$ cat src/rtl/sprite_draw_sequencer.sv
// Sprite draw sequencer: walks one sprite's transparency mask two pixels per
// cycle through a dual-port 1-bit ROM and turns opaque, on-screen mask bits
// into frame-buffer pixel-write strobes with screen coordinates.
module sprite_draw_sequencer (
    input  logic       clk,
    input  logic       reset_n,
    input  logic       cmd_valid,
    output logic       cmd_ready,
    input  logic [1:0] cmd_sprite,
    input  logic [9:0] cmd_x,
    input  logic [9:0] cmd_y,
    output logic [9:0] rom_addr1,
    output logic [9:0] rom_addr2,
    input  logic       rom_out1,
    input  logic       rom_out2,
    output logic       wr0_en,
    output logic [9:0] wr0_x,
    output logic [9:0] wr0_y,
    output logic       wr1_en,
    output logic [9:0] wr1_x,
    output logic [9:0] wr1_y,
    output logic       busy,
    output logic       done
);

    localparam logic [1:0] S_IDLE   = 2'd0;
    localparam logic [1:0] S_FETCH  = 2'd1;
    localparam logic [1:0] S_DRAIN1 = 2'd2;
    localparam logic [1:0] S_DRAIN2 = 2'd3;

    localparam logic [10:0] SCREEN_W = 11'd640;
    localparam logic [10:0] SCREEN_H = 11'd480;

    logic [1:0] state_q, state_d;
    logic [9:0] x_q, x_d;
    logic [9:0] y_q, y_d;
    logic [9:0] base_q, base_d;
    logic [4:0] w_q, w_d;
    logic [4:0] h_q, h_d;
    logic [4:0] row_q, row_d;
    logic [4:0] col_q, col_d;
    logic [9:0] row_start_q, row_start_d;

    logic       a_valid_q, a_valid_d;
    logic [4:0] a_row_q, a_row_d;
    logic [4:0] a_col_q, a_col_d;
    logic       a_pix1_q, a_pix1_d;

    logic       wr0_en_q, wr0_en_d;
    logic [9:0] wr0_x_q, wr0_x_d;
    logic [9:0] wr0_y_q, wr0_y_d;
    logic       wr1_en_q, wr1_en_d;
    logic [9:0] wr1_x_q, wr1_x_d;
    logic [9:0] wr1_y_q, wr1_y_d;

    logic [9:0] tbl_base;
    logic [4:0] tbl_w;
    logic [4:0] tbl_h;
    logic       tbl_valid;

    logic       fetching;
    logic [4:0] col_next;
    logic       row_end;
    logic       last_pair;
    logic [9:0] addr_even;
    logic       pix1_ok;

    logic [10:0] px0;
    logic [10:0] px1;
    logic [10:0] py;
    logic        on_row;

    // Fixed sprite table lookup for the command being offered
    always_comb begin
        tbl_base  = 10'd0;
        tbl_w     = 5'd0;
        tbl_h     = 5'd0;
        tbl_valid = 1'b1;
        case (cmd_sprite)
            2'd0: begin tbl_base = 10'd0;   tbl_w = 5'd12; tbl_h = 5'd17; end
            2'd1: begin tbl_base = 10'd204; tbl_w = 5'd15; tbl_h = 5'd25; end
            2'd2: begin tbl_base = 10'd579; tbl_w = 5'd15; tbl_h = 5'd25; end
            default: tbl_valid = 1'b0;
        endcase
    end

    // Current pair address and whether its odd pixel lies inside the sprite
    always_comb begin
        fetching  = (state_q == S_FETCH);
        addr_even = row_start_q + {5'd0, col_q};
        pix1_ok   = ((col_q + 5'd1) < w_q);
        col_next  = col_q + 5'd2;
        row_end   = (col_next >= w_q);
        last_pair = row_end && (row_q == (h_q - 5'd1));
        rom_addr1 = fetching ? addr_even : 10'd0;
        rom_addr2 = fetching ? (pix1_ok ? (addr_even + 10'd1) : addr_even) : 10'd0;
    end

    // Command latch, row/column walk with running row-start, and state flow
    always_comb begin
        state_d     = state_q;
        x_d         = x_q;
        y_d         = y_q;
        base_d      = base_q;
        w_d         = w_q;
        h_d         = h_q;
        row_d       = row_q;
        col_d       = col_q;
        row_start_d = row_start_q;
        case (state_q)
            S_IDLE: begin
                if (cmd_valid) begin
                    x_d         = cmd_x;
                    y_d         = cmd_y;
                    base_d      = tbl_base;
                    w_d         = tbl_w;
                    h_d         = tbl_h;
                    row_d       = 5'd0;
                    col_d       = 5'd0;
                    row_start_d = tbl_base;
                    state_d     = tbl_valid ? S_FETCH : S_DRAIN2;
                end
            end
            S_FETCH: begin
                if (row_end) begin
                    col_d       = 5'd0;
                    row_d       = row_q + 5'd1;
                    row_start_d = row_start_q + {5'd0, w_q};
                end else begin
                    col_d = col_next;
                end
                if (last_pair) begin
                    state_d = S_DRAIN1;
                end
            end
            S_DRAIN1: state_d = S_DRAIN2;
            S_DRAIN2: state_d = S_IDLE;
            default:  state_d = S_IDLE;
        endcase
    end

    // Stage A tags the issued pair so it lines up with the ROM data next cycle
    always_comb begin
        a_valid_d = fetching;
        a_row_d   = row_q;
        a_col_d   = col_q;
        a_pix1_d  = pix1_ok;
    end

    // Stage B turns mask bits into clipped screen-space write strobes
    always_comb begin
        px0      = {1'b0, x_q} + {6'd0, a_col_q};
        px1      = px0 + 11'd1;
        py       = {1'b0, y_q} + {6'd0, a_row_q};
        on_row   = (py < SCREEN_H);
        wr0_en_d = a_valid_q & rom_out1 & (px0 < SCREEN_W) & on_row;
        wr1_en_d = a_valid_q & rom_out2 & a_pix1_q & (px1 < SCREEN_W) & on_row;
        wr0_x_d  = px0[9:0];
        wr0_y_d  = py[9:0];
        wr1_x_d  = px1[9:0];
        wr1_y_d  = py[9:0];
    end

    // All state registers; reset aborts any draw and empties the pipeline
    always_ff @(posedge clk or negedge reset_n) begin
        if (!reset_n) begin
            state_q     <= S_IDLE;
            x_q         <= 10'd0;
            y_q         <= 10'd0;
            base_q      <= 10'd0;
            w_q         <= 5'd0;
            h_q         <= 5'd0;
            row_q       <= 5'd0;
            col_q       <= 5'd0;
            row_start_q <= 10'd0;
            a_valid_q   <= 1'b0;
            a_row_q     <= 5'd0;
            a_col_q     <= 5'd0;
            a_pix1_q    <= 1'b0;
            wr0_en_q    <= 1'b0;
            wr0_x_q     <= 10'd0;
            wr0_y_q     <= 10'd0;
            wr1_en_q    <= 1'b0;
            wr1_x_q     <= 10'd0;
            wr1_y_q     <= 10'd0;
        end else begin
            state_q     <= state_d;
            x_q         <= x_d;
            y_q         <= y_d;
            base_q      <= base_d;
            w_q         <= w_d;
            h_q         <= h_d;
            row_q       <= row_d;
            col_q       <= col_d;
            row_start_q <= row_start_d;
            a_valid_q   <= a_valid_d;
            a_row_q     <= a_row_d;
            a_col_q     <= a_col_d;
            a_pix1_q    <= a_pix1_d;
            wr0_en_q    <= wr0_en_d;
            wr0_x_q     <= wr0_x_d;
            wr0_y_q     <= wr0_y_d;
            wr1_en_q    <= wr1_en_d;
            wr1_x_q     <= wr1_x_d;
            wr1_y_q     <= wr1_y_d;
        end
    end

    // Handshake and status decode straight from the state register
    always_comb begin
        cmd_ready = (state_q == S_IDLE);
        busy      = (state_q != S_IDLE);
        done      = (state_q == S_DRAIN2);
        wr0_en    = wr0_en_q;
        wr0_x     = wr0_x_q;
        wr0_y     = wr0_y_q;
        wr1_en    = wr1_en_q;
        wr1_x     = wr1_x_q;
        wr1_y     = wr1_y_q;
    end

    logic unused_base;
    assign unused_base = ^base_q;

endmodule
$ cat config.mk
export PLATFORM = sky130hd
export DESIGN_NAME = sprite_draw_sequencer
export DESIGN_NICKNAME = d
export VERILOG_FILES = /design/src/rtl/sprite_draw_sequencer.sv
export SDC_FILE = /design/constraint.sdc
export NUM_CORES = 1
export LEC_CHECK = 0
export ABC_AREA = 1
export BUFFER_PORTS_ARGS = -buffer_cell sky130_fd_sc_hd__buf_2
export CAP_MARGIN = 25
export CORE_MARGIN = 2
export CORE_UTILIZATION = 48
export DETAILED_ROUTE_END_ITERATION = 8
export GPL_ROUTABILITY_DRIVEN = 0
export PLACE_DENSITY = 0.69
export SETUP_SLACK_MARGIN = 0.5
export SLEW_MARGIN = 20
export SYNTH_ARGS = -nofsm -noshare
export SYNTH_HDL_FRONTEND = slang
export SYNTH_SLANG_ARGS = --single-unit
$ cat constraint.sdc
create_clock -name clk -period 3.4 [get_ports clk]
set_input_delay 0.68 -clock clk [delete_from_list [all_inputs] [get_ports clk]]
set_output_delay 0.68 -clock clk [all_outputs]
set_load 0.05 [all_outputs]
# Word-level counts from Yosys, hierarchy flattened
# Cells that the tools add are included.
[totals] output_inout_bits=65 regBits=96
[op_classes] n_lt_le_gt_ge=5 n_eq_ne=9 bitwise=7 add_sub_neg=10 reduce_logical=11 n_mux=19
[ops] op="$mux 10" count=5
[ops] op="$pmux 10 s2" count=2
[ops] op="$pmux 5 s2" count=3
[ops] op="$add 10x5->11" count=2
[ops] op="$lt 11x10->1 const B" count=2
[ops] op="$add 10x5->10" count=2
[ops] op="$mux 5" count=3
[ops] op="$add 11x1->11 const B" count=1
[ops] op="$lt 11x9->1 const B" count=1
[ops] op="$add 10x1->10 const B" count=1
[ops] op="$add 5x1->5 const B" count=2
[ops] op="$pmux 2 s4" count=1
[ops] op="$pmux 4 s2" count=1
[ops] op="$and 1x1->1" count=7
[ops] op="$eq 2x2->1 const B" count=3
[ops] op="$mux 2" count=3
[ops] op="$reduce_and 2->1" count=3
[ops] op="$add 5x2->5 const B" count=1
[ops] op="$eq 5x5->1" count=1
[ops] op="$ge 5x5->1" count=1
[ops] op="$lt 5x5->1" count=1
[ops] op="$sub 5x1->5 const B" count=1
[ops] op="$eq 2x1->1 const B" count=2
[ops] op="$logic_not 2->1" count=2
[ops] op="8 further kinds" count=10

# Depth between registers and ports, before layout
# Gate-level depths: netlist of run 1.
[depth] ltp_word=6 depth_mapped=15 mapped_depth_nobuf=15

# Worst setup path after synthesis of run 1
# No wires, ideal clock.
[synth_path] kind="reg2out" from="register col_q[1] (netlist: a_col_d[1])" to="output port rom_addr2[5]" required_ps=2720 path_stages_with_launch=10 slack_ps=-124 arrival_ps=2844 path_cell_list="dfrtp_1 > inv_1 > fa_1 > inv_1 > nand3_1 > nand2_1 > xor2_2 > nor2_1 > a21oi_1 > nor2_1"
[synth_via] elab_chain_cells=4
[synth_lines] item="start: declaration" line="41" source="logic [4:0] col_q, col_d;"
[synth_lines] item="start signal: assignment" line="194" source="col_q <= col_d;"
[synth_lines] item="$add 10x5->10 / $add 5x1->5 (equally long branches)" line="90, 91"
[synth_lines] item="$add 10x1->10 / $lt 5x5->1 (equally long branches)" line="96, 91"
[synth_lines] item="$mux 10 * (2 in a row)" line="96" source="rom_addr2 = fetching ? (pix1_ok ? (addr_even + 10'd1) : addr_even) : 10'd0;"
[synth_lines] item="end: declaration" line="13" source="output logic [9:0] rom_addr2,"
# Every way passes the cells marked *; elsewhere a longest branch is shown, timed or not.

# Worst setup path after layout of run 1
[layout_path] from="register col_q[1] (netlist: a_col_d[1])" to="output port rom_addr2[9]"
# Same word-level chain as after synthesis.

==> flow_metrics.env, run 1 <==
export IMPL_outcome="finished clean"
export IMPL_most_common_layout_cells="nand2_1 (132), dfrtp_1 (83), buf_2 (77)"
export IMPL_synth_edf_count=0
export IMPL_cts_htree_levels=3
export IMPL_rsz0062_at_grt="true"
export IMPL_grt_pass1_vias=4136
export IMPL_hold_path_class="input port to async pin"
export IMPL_r2r_start="a_col_d[1]$_DFFE_PN0P_"
export IMPL_core_rowCount=37
export IMPL_die_w_um=108
export IMPL_syn_area_per_cell_sq_um=8.26
export IMPL_finalClockSkew_ps=11.0
export IMPL_crit_path_start="a_col_d[1]$_DFFE_PN0P_"
export IMPL_num_vias=4278
export IMPL_max_cap_viol_count=0
export IMPL_cp_arrival_ps=2430
export IMPL_worst_pin_slew_ps=764
export IMPL_clk_latency_ps=360
export IMPL_drt_first_pass_iters=4
export IMPL_synth_cell_type_count=40
export IMPL_numPortBuffers=91
export IMPL_met2_usage_pct=34.6
export IMPL_cts_buffers_inserted=9
export IMPL_cpPeakStageDelay_ps=380
export IMPL_yosys_most_used_dff="dfrtp_1"
export IMPL_ios=92
export IMPL_cts_buffer_depth=2
export IMPL_required_ps=2720
export IMPL_cp_start_kind="register"
export IMPL_core_sq_um=10400
export IMPL_met3_usage_pct=3.15
export IMPL_mostFrequentLayoutCell="nand2_1"
export IMPL_netlist_area_sq_um=5170
export IMPL_drive_above_1_share_pct=30.8
export IMPL_grt_overflow_total=0
export IMPL_crit_path_end_kind="primary output"
export IMPL_die_h_um=108
export IMPL_vias_per_cell=4.90
export IMPL_fin_crit_sh_pct=91.6
export IMPL_clock_sinks=86
export IMPL_seq_area_frac_synth_pct=41.6
export IMPL_antenna_cells=0
export IMPL_critPathKind="register to primary output"
export IMPL_top_usage_layer="met2"
export IMPL_cts_root_buf="clkbuf_8"
export IMPL_use_met1_pct=25.7
export IMPL_drt_initial_drc_count=196
export IMPL_cts_tree="built"
export IMPL_die_area_sq_um=11600
export IMPL_crit_fanout=3
export IMPL_critPathSlowestCell="dfrtp_1"
export IMPL_cts_clk_slew_worst_paths_ps=80
export IMPL_tns_ps=0
export IMPL_finalSetupViolations=0
export IMPL_ys_warn_count=0
export IMPL_grt_max_degree=87
export IMPL_crit_chain="inv_2, fa_2, xnor2_2, nand3_2, nor2_4, nand2_2, nor2_4, nand2_2, nor2_4, nand3_1, nand2_2, buf_8"
export IMPL_drt_total_wl_um=11100
export IMPL_synth_fp_nets=694
export IMPL_area_growth_pct=22.8
export IMPL_final_nets=800
export IMPL_antenna_found_initial=0
export IMPL_grt_pass1_wl_um=18700
export IMPL_drc=0
export IMPL_routedWlPerCell_um=12.7
export IMPL_ant_nets=0
export IMPL_synth_seq_cells=86
export IMPL_async_flop_share_pct=100
export IMPL_maxSlewHeadroom_pct=49.0
export IMPL_max_freq_mhz=321
export IMPL_ctsHoldBuffers=0
export IMPL_slew_viol_final=0
export IMPL_grt_use_total_pct=20.2
export IMPL_fin_crit_ps=3110
export IMPL_start_util_pct=49.8
export IMPL_hold_viol_final=0
export IMPL_synthCells=626
export IMPL_dpl_hpwl_um=7850
==> critical path, delay by kind of cell (launching register included) <==
kind,cells,cell delay (ps)
XOR/XNOR,1,270
adder cells (fa/ha/maj),1,380
flip-flops,1,380
buffers and inverters,2,200
AND/OR/NAND/NOR,8,850
==> sequential cells by signal (all words and copies together) (netlist names), 2 cells and up <==
name / flops
wr1_x: 10
w_q: 2
wr1_y: 10
a_col_d: 4
a_col_q: 4
a_row_d: 5
x_q: 10
row_start_q: 10
a_row_q: 5
y_q: 10
state_q: 2
wr0_x: 10
==> layer usage <==
metal | up-vias | part of all wire, %
met1 | 1947 | 44
li1 | 2189 | -
met2 | 121 | 49
met3 | 21 | 4.5
met5 | - | 0
met4 | 0 | 2.4
==> path summary, 6_finish.rpt <==
check | endpoint | slack, ps | depth (start not counted)
worst max register to register | row_start_q[0]$_DFFE_PN0P_ | 810 | 14
worst max-delay path | rom_addr2[9] | 290 | 12
min in group clk | a_row_q[2]$_DFF_PN0_ | 440 | 0
worst min register to register | a_row_q[2]$_DFF_PN0_ | 440 | 0
max in group asynchronous | a_col_d[4]$_DFFE_PN0P_ | 2480 | 1
worst min-delay path | wr1_x[5]$_DFF_PN0_ | 360 | 1
==> cell usage after synthesis, types with 6 or more instances <==
cell type	instances	share of area (%)
nand3_1	44	4.3
inv_2	8	0.58
o21ai_0	19	1.8
nand4_1	15	1.8
nand2_1	139	10
nor2_1	51	3.7
dfrtp_1	86	42
xor2_1	11	1.9
buf_4	10	1.5
ha_1	37	9.0
o21ai_1	9	0.87
inv_1	80	5.8
nand2_2	22	2.7
a21oi_1	26	2.5
nor2_4	6	1.3
mux2_2	10	2.2
xnor2_1	11	1.9
==> cell type report <==
type,count,area (sq um)
timing repair buffer,113,697
clock inverter,6,110
multi-input combinational,433,2750
tap,136,170
clock buffer,10,128
sequential,86,2160
inverter,89,339
fill,914,4020
==> logic make-up after synthesis <==
group                      share of synthesized area [%]
other                                              0.145
muxes                                               2.18
DFF                                                 41.6
xor gates and xnor gates                            4.04
and+or+nand+nor                                     26.7
buffers and inverters                               8.69
adders and majority gates                           10.5
AOI/OAI and AO/OA                                   6.15
==> repair_timing <==
item / CTS / global route
endpoints found under the setup margin: 11 / 14
pin swaps: 11 / 2
resized for setup: 50 / 18
setup buffers: 17 / 1
hold endpoints to repair: 0 / 0
==> through the flow <==
step	util, %	cells	setup slack (ps)	area, sq um	hold slack [ps]
after floorplan	-	626	230	5210	380
after global placement	55.4	839	456	5750	416
final	61.2	873	287	6350	359
after detailed placement	55.4	839	343	5750	416
after CTS	60.8	872	312	6300	438
after global routing	61.2	873	150	6350	435
Power of run 1 is left out: the tool's default activity adds up to more than one toggle a clock period on the data nets, which glitch-free logic cannot reach.
==> run 2: changes to the inputs <==
==> constraint.sdc (replaced) <==
create_clock -name clk -period 3.2 [get_ports clk]
set_input_delay 0.64 -clock clk [delete_from_list [all_inputs] [get_ports clk]]
set_output_delay 0.64 -clock clk [all_outputs]
set_load 0.05 [all_outputs]
==> flow_metrics.env, run 2 (synthesis results as in run 1) <==
export IMPL_drive_above_1_share_pct=35.1
export IMPL_post_place_cells=839
export IMPL_antenna_found_initial=0
export IMPL_top_layer="met4"
export IMPL_preCtsSetupSlack_ps=237
export IMPL_grt_pass1_vias=4186
export IMPL_grt_overflow_total=0
export IMPL_most_common_layout_cells="nand2_1 (125), dfrtp_1 (81), buf_2 (74)"
export IMPL_core_sq_um=10400
export IMPL_r2r_slack_ps=720
export IMPL_grt_use_total_pct=20.1
export IMPL_crit_fanout=4
export IMPL_num_vias=4478
export IMPL_cts_buffer_depth=2
export IMPL_die_w_um=108
export IMPL_cp_start_kind="register"
export IMPL_worst_pin_slew_ps=727
export IMPL_fin_crit_sh_pct=97.1
export IMPL_grt_max_degree=55
export IMPL_hold_path_class="input port to async pin"
export IMPL_clock_sinks=86
export IMPL_ant_nets=0
export IMPL_required_ps=2560
export IMPL_cts_tree="built"
export IMPL_max_cap_viol_count=0
export IMPL_grt_pass1_wl_um=18700
export IMPL_wirelength_met1_um=5100
export IMPL_fin_cells=889
export IMPL_final_nets=816
export IMPL_dpl_hpwl_um=8190
export IMPL_utilization_pct=63.8
export IMPL_mostFrequentLayoutCell="nand2_1"
export IMPL_cts_root_buf="clkbuf_8"
export IMPL_start_util_pct=49.8
export IMPL_crit_path_end_kind="primary output"
export IMPL_cts_buffers_inserted=9
export IMPL_maxSlewHeadroom_pct=51.5
export IMPL_fin_crit_ps=3110
export IMPL_max_freq_mhz=322
export IMPL_drc=0
export IMPL_antenna_cells=0
export IMPL_finalClockSkew_ps=12.9
export IMPL_clk_latency_ps=350
export IMPL_critPathKind="register to primary output"
export IMPL_die_area_sq_um=11600
export IMPL_ir_drop_v=0.00106
export IMPL_slew_viol_final=0
export IMPL_numPortBuffers=91
export IMPL_die_h_um=108
export IMPL_hold_viol_final=0
export IMPL_regArea_sq_um=2160
export IMPL_cp_arrival_ps=2470
export IMPL_cts_htree_levels=3
export IMPL_hold_worst_slack_ps=341
export IMPL_pwr_density_cell_nw_per_um2=1160
export IMPL_core_rowCount=37
export IMPL_routedWlPerCell_um=13.2
export IMPL_finalSetupViolations=0
export IMPL_multi_input_area_sq_um=2860
export IMPL_route_met3_wl_um=520
export IMPL_cts_clk_slew_worst_paths_ps=80
export IMPL_drt_total_wl_um=11800
export IMPL_outcome="finished clean"
export IMPL_ios=92
export IMPL_drt_first_pass_iters=5
export IMPL_vias_per_cell=5.04
export IMPL_route_met2_wl_um=5920
export IMPL_finalPower_uw=7680
export IMPL_rsz0062_at_grt="true"
export IMPL_fillerInstances=879
export IMPL_drt_initial_drc_count=143
export IMPL_area_growth_pct=27.9
export IMPL_layout_setup_ws_ps=93.2
export IMPL_leakage_uw=0.00342
[run 2: changes by cell type in the layout (fill, tap and decap cells not counted), sizes merged]
cell      change
buf          +15
bufinv        -2
clkbuf        +3
clkinv        +2
clkinvlp      -1
inv           -1
[run 2: path summary, 6_finish.rpt]
kind | startpoint | to | depth (start not counted)
max in group asynchronous | reset_n | w_q[2]$_DFFE_PN0P_ | 2
min | reset_n | wr1_x[4]$_DFF_PN0_ | 1
max reg2reg | a_col_d[2]$_DFFE_PN0P_ | a_row_d[1]$_DFFE_PN0P_ | 14
min reg2reg | a_row_d[0]$_DFFE_PN0P_ | a_row_q[0]$_DFF_PN0_ | 0
max | a_col_d[1]$_DFFE_PN0P_ | rom_addr2[9] | 13
min in group clk | a_row_d[0]$_DFFE_PN0P_ | a_row_q[0]$_DFF_PN0_ | 0
[run 2: metrics by stage]
stage	area, sq um	setup TNS, ps
final	6610	0
after global placement	5840	0
after global routing	6610	-49.7
after detailed placement	5840	0
after CTS	6300	0
after floorplan	5290	0
[run 2: area by class of cell]
type | instances | share of cell area [%]
clock buffer | 12 | 2.35
timing repair buffer | 129 | 13.4
clock inverter | 4 | 0.681
sequential | 86 | 32.6
multi-input combinational | 433 | 43.2
inverter | 89 | 5.15
tap | 136 | 2.57
[run 2: layer usage]
layer	up-vias	track usage, %
met5	-	0
met4	0	7.42
met3	17	2.97
met2	125	34.7
met1	2127	25.5
li1	2209	-
[run 2: timing repair]
action                                  in CTS  in global routing
resized for setup                           50                 44
hold buffers                                 0                  0
pin swaps                                   12                 23
buffers inserted                            13                 21
endpoints found under the setup margin      16                 23
[run 2: where the power goes]
part	internal [uW]	total, uW	switching, uW
clock network	400	782	382
registers	1550	1870	318
logic	1660	5030	3370
[run 2: worst max-delay path, cell delays in order, from the launching register on]
cell and delay (ps):
dfrtp_2 440, inv_2 70, fa_2 460, inv_2 90, nand3_1 90, nor2_2 160
nand2_2 100, nor2_4 130, nand2_2 90, nor2_4 130, nand2_2 80, nand2_2 80
nand2_4 50, buf_8 140
Power figures use the tool's default switching activity.
==> run 3: changes to the inputs <==
--- a/config.mk
+++ b/config.mk
@@ -8,11 +8,13 @@
 export ABC_AREA = 1
 export BUFFER_PORTS_ARGS = -buffer_cell sky130_fd_sc_hd__buf_2
 export CAP_MARGIN = 25
+export CELL_PAD_IN_SITES_DETAIL_PLACEMENT = 0
+export CELL_PAD_IN_SITES_GLOBAL_PLACEMENT = 1
 export CORE_MARGIN = 2
-export CORE_UTILIZATION = 48
+export CORE_UTILIZATION = 42
 export DETAILED_ROUTE_END_ITERATION = 8
 export GPL_ROUTABILITY_DRIVEN = 0
-export PLACE_DENSITY = 0.69
+export PLACE_DENSITY = 0.8
 export SETUP_SLACK_MARGIN = 0.5
 export SLEW_MARGIN = 20
 export SYNTH_ARGS = -nofsm -noshare
==> constraint.sdc (replaced) <==
create_clock -name clk -period 2.9 [get_ports clk]
set_input_delay 0.58 -clock clk [delete_from_list [all_inputs] [get_ports clk]]
set_output_delay 0.58 -clock clk [all_outputs]
set_load 0.05 [all_outputs]
==> flow_metrics.env, run 3 (synthesis results as in run 1) <==
export IMPL_vias_per_cell=4.86
export IMPL_core_sq_um=12000
export IMPL_cts_root_buf="clkbuf_16"
export IMPL_cp_arrival_ps=2380
export IMPL_grt_max_degree=45
export IMPL_cts_buffers_inserted=9
export IMPL_cts_clk_slew_worst_paths_ps=60
export IMPL_die_area_sq_um=13200
export IMPL_pwr_density_cell_nw_per_um2=1290
export IMPL_cpMostUsedCell="nand2_4"
export IMPL_critPathSlowestCell="dfrtp_1"
export IMPL_grt_pass1_vias=4126
export IMPL_start_util_pct=43.0
export IMPL_mostFrequentLayoutCell="nand2_1"
export IMPL_route_met2_wl_um=6170
export IMPL_cpPeakStageDelay_ps=420
export IMPL_final_nets=825
export IMPL_area_growth_pct=36.6
export IMPL_antenna_cells=0
export IMPL_ios=92
export IMPL_clk_latency_ps=340
export IMPL_finalClockSkew_ps=6.49
export IMPL_drc=0
export IMPL_hold_path_class="input port to async pin"
export IMPL_fillerInstances=1007
export IMPL_drt_total_wl_um=12400
export IMPL_num_vias=4414
export IMPL_r2r_slack_ps=450
export IMPL_final_area_sq_um=7060
export IMPL_fin_crit_ps=2960
export IMPL_cts_tree="built"
export IMPL_ctsHoldBuffers=0
export IMPL_failed_checks="negative setup slack"
export IMPL_layout_setup_ws_ps=-57.9
export IMPL_critPathKind="register to primary output"
export IMPL_rsz0062_at_grt="true"
export IMPL_top_layer="met4"
export IMPL_route_met3_wl_um=401
export IMPL_multi_input_area_sq_um=3030
export IMPL_fin_crit_sh_pct=102
export IMPL_grt_use_total_pct=18.4
export IMPL_max_freq_mhz=338
export IMPL_grt_overflow_total=0
export IMPL_placed_cell_area_sq_um=5960
export IMPL_clock_sinks=86
export IMPL_most_common_layout_cells="nand2_1 (121), dfrtp_1 (83), buf_2 (71)"
export IMPL_antenna_found_initial=0
export IMPL_cp_start_kind="register"
export IMPL_dpl_hpwl_um=8550
export IMPL_worst_pin_slew_ps=600
export IMPL_slew_viol_final=0
export IMPL_numPortBuffers=91
export IMPL_routedWlPerCell_um=13.7
export IMPL_cts_buffer_depth=2
export IMPL_max_cap_viol_count=0
export IMPL_drt_first_pass_iters=6
export IMPL_wirelength_met1_um=5610
export IMPL_path_buf_inv=1
export IMPL_drive_above_1_share_pct=38.3
export IMPL_ant_nets=0
export IMPL_crit_fanout=3
export IMPL_grt_pass1_wl_um=19400
export IMPL_cts_htree_levels=3
export IMPL_leakage_uw=0.00357
export IMPL_finalSetupViolations=4
export IMPL_maxSlewHeadroom_pct=60.0
export IMPL_hold_viol_final=0
export IMPL_crit_chain="ha_4, nand2_4, nand2_4, nand3_4, nand2_4, nand2_4, nand2_1, nand2_4, nor2_4, nand2_2, nor2_4, nand2_2, nand2_2, nand2_4, buf_8"
export IMPL_post_place_cells=857
export IMPL_die_w_um=115
export IMPL_required_ps=2320
export IMPL_drt_initial_drc_count=164
export IMPL_die_h_um=115
export IMPL_outcome="finished, violations left"
export IMPL_core_rowCount=40
export IMPL_ir_drop_v=0.000954
export IMPL_fin_cells=909
export IMPL_regArea_sq_um=2160
export IMPL_cpLargestDelayFamily="simple AND/OR/NAND/NOR gates"
export IMPL_crit_path_end_kind="primary output"
[run 3: cell types whose count changed in the layout (fill, tap and decap cells not counted), moves of 4 or more]
cell,delta
clkbuf_16,+9
o21ai_2,+4
buf_6,+9
clkbuf_8,-9
nand2_1,-4
nand2_4,+7
[run 3: final cells by class]
type,count,share of cell area (%)
sequential,86,30.5
inverter,89,4.93
timing repair buffer,138,14.6
clock buffer,11,3.58
tap,147,2.61
multi-input combinational,433,42.9
clock inverter,5,0.815
[run 3: stage by stage]
stage	setup TNS (ps)	worst slack (ps)	hold slack [ps]	power, uW	util [%]
after floorplan	0	307	284	6080	-
after global placement	0	141	415	7000	49.6
after detailed placement	0	80.4	409	7080	49.6
after CTS	-209	-85.0	270	8780	55.6
after global routing	-782	-195	294	9760	58.8
final	-169	-57.9	248	9130	58.8
[run 3: timing repair]
action / CTS / global route
resized for setup: 64 / 69
setup endpoints to repair: 20 / 38
buffers inserted: 24 / 12
pin swaps: 25 / 21
[run 3: worst paths after layout]
check / startpoint / endpoint / cells after the start
worst min-delay path: reset_n / wr1_x[4]$_DFF_PN0_ / 1
worst max register to register: a_col_d[1]$_DFFE_PN0P_ / a_row_d[2]$_DFFE_PN0P_ / 14
worst min register to register: a_row_d[0]$_DFFE_PN0P_ / a_row_q[0]$_DFF_PN0_ / 0
min in group clk: a_row_d[0]$_DFFE_PN0P_ / a_row_q[0]$_DFF_PN0_ / 0
worst max-delay path: row_start_q[2]$_DFFE_PN0P_ / rom_addr2[9] / 15
max in group asynchronous: reset_n / y_q[2]$_DFFE_PN0P_ / 2
[run 3: worst register-to-register path: cells and delay by family, from the launching register on]
kind                     cells  cell delay, ps
AO/OA/AOI/OAI                2             250
AND/OR/NAND/NOR              6             680
adder cells (fa/ha/maj)      2             500
buffers and inverters        4             500
flip-flops                   1             430
[run 3: power breakdown]
| group | switching [uW] | leakage (uW) | internal [uW] |
|---|---|---|---|
| combinational | 3900 | 0.00239 | 1990 |
| sequential | 340 | 0.00103 | 1710 |
| clock | 473 | 0.000144 | 713 |
[run 3: per-layer routing]
layer | vias up | global-route usage (%)
li1 | 2239 | -
met1 | 2056 | 23.7
met2 | 101 | 31.3
met3 | 18 | 2.48
met4 | 0 | 7.39
met5 | - | 0
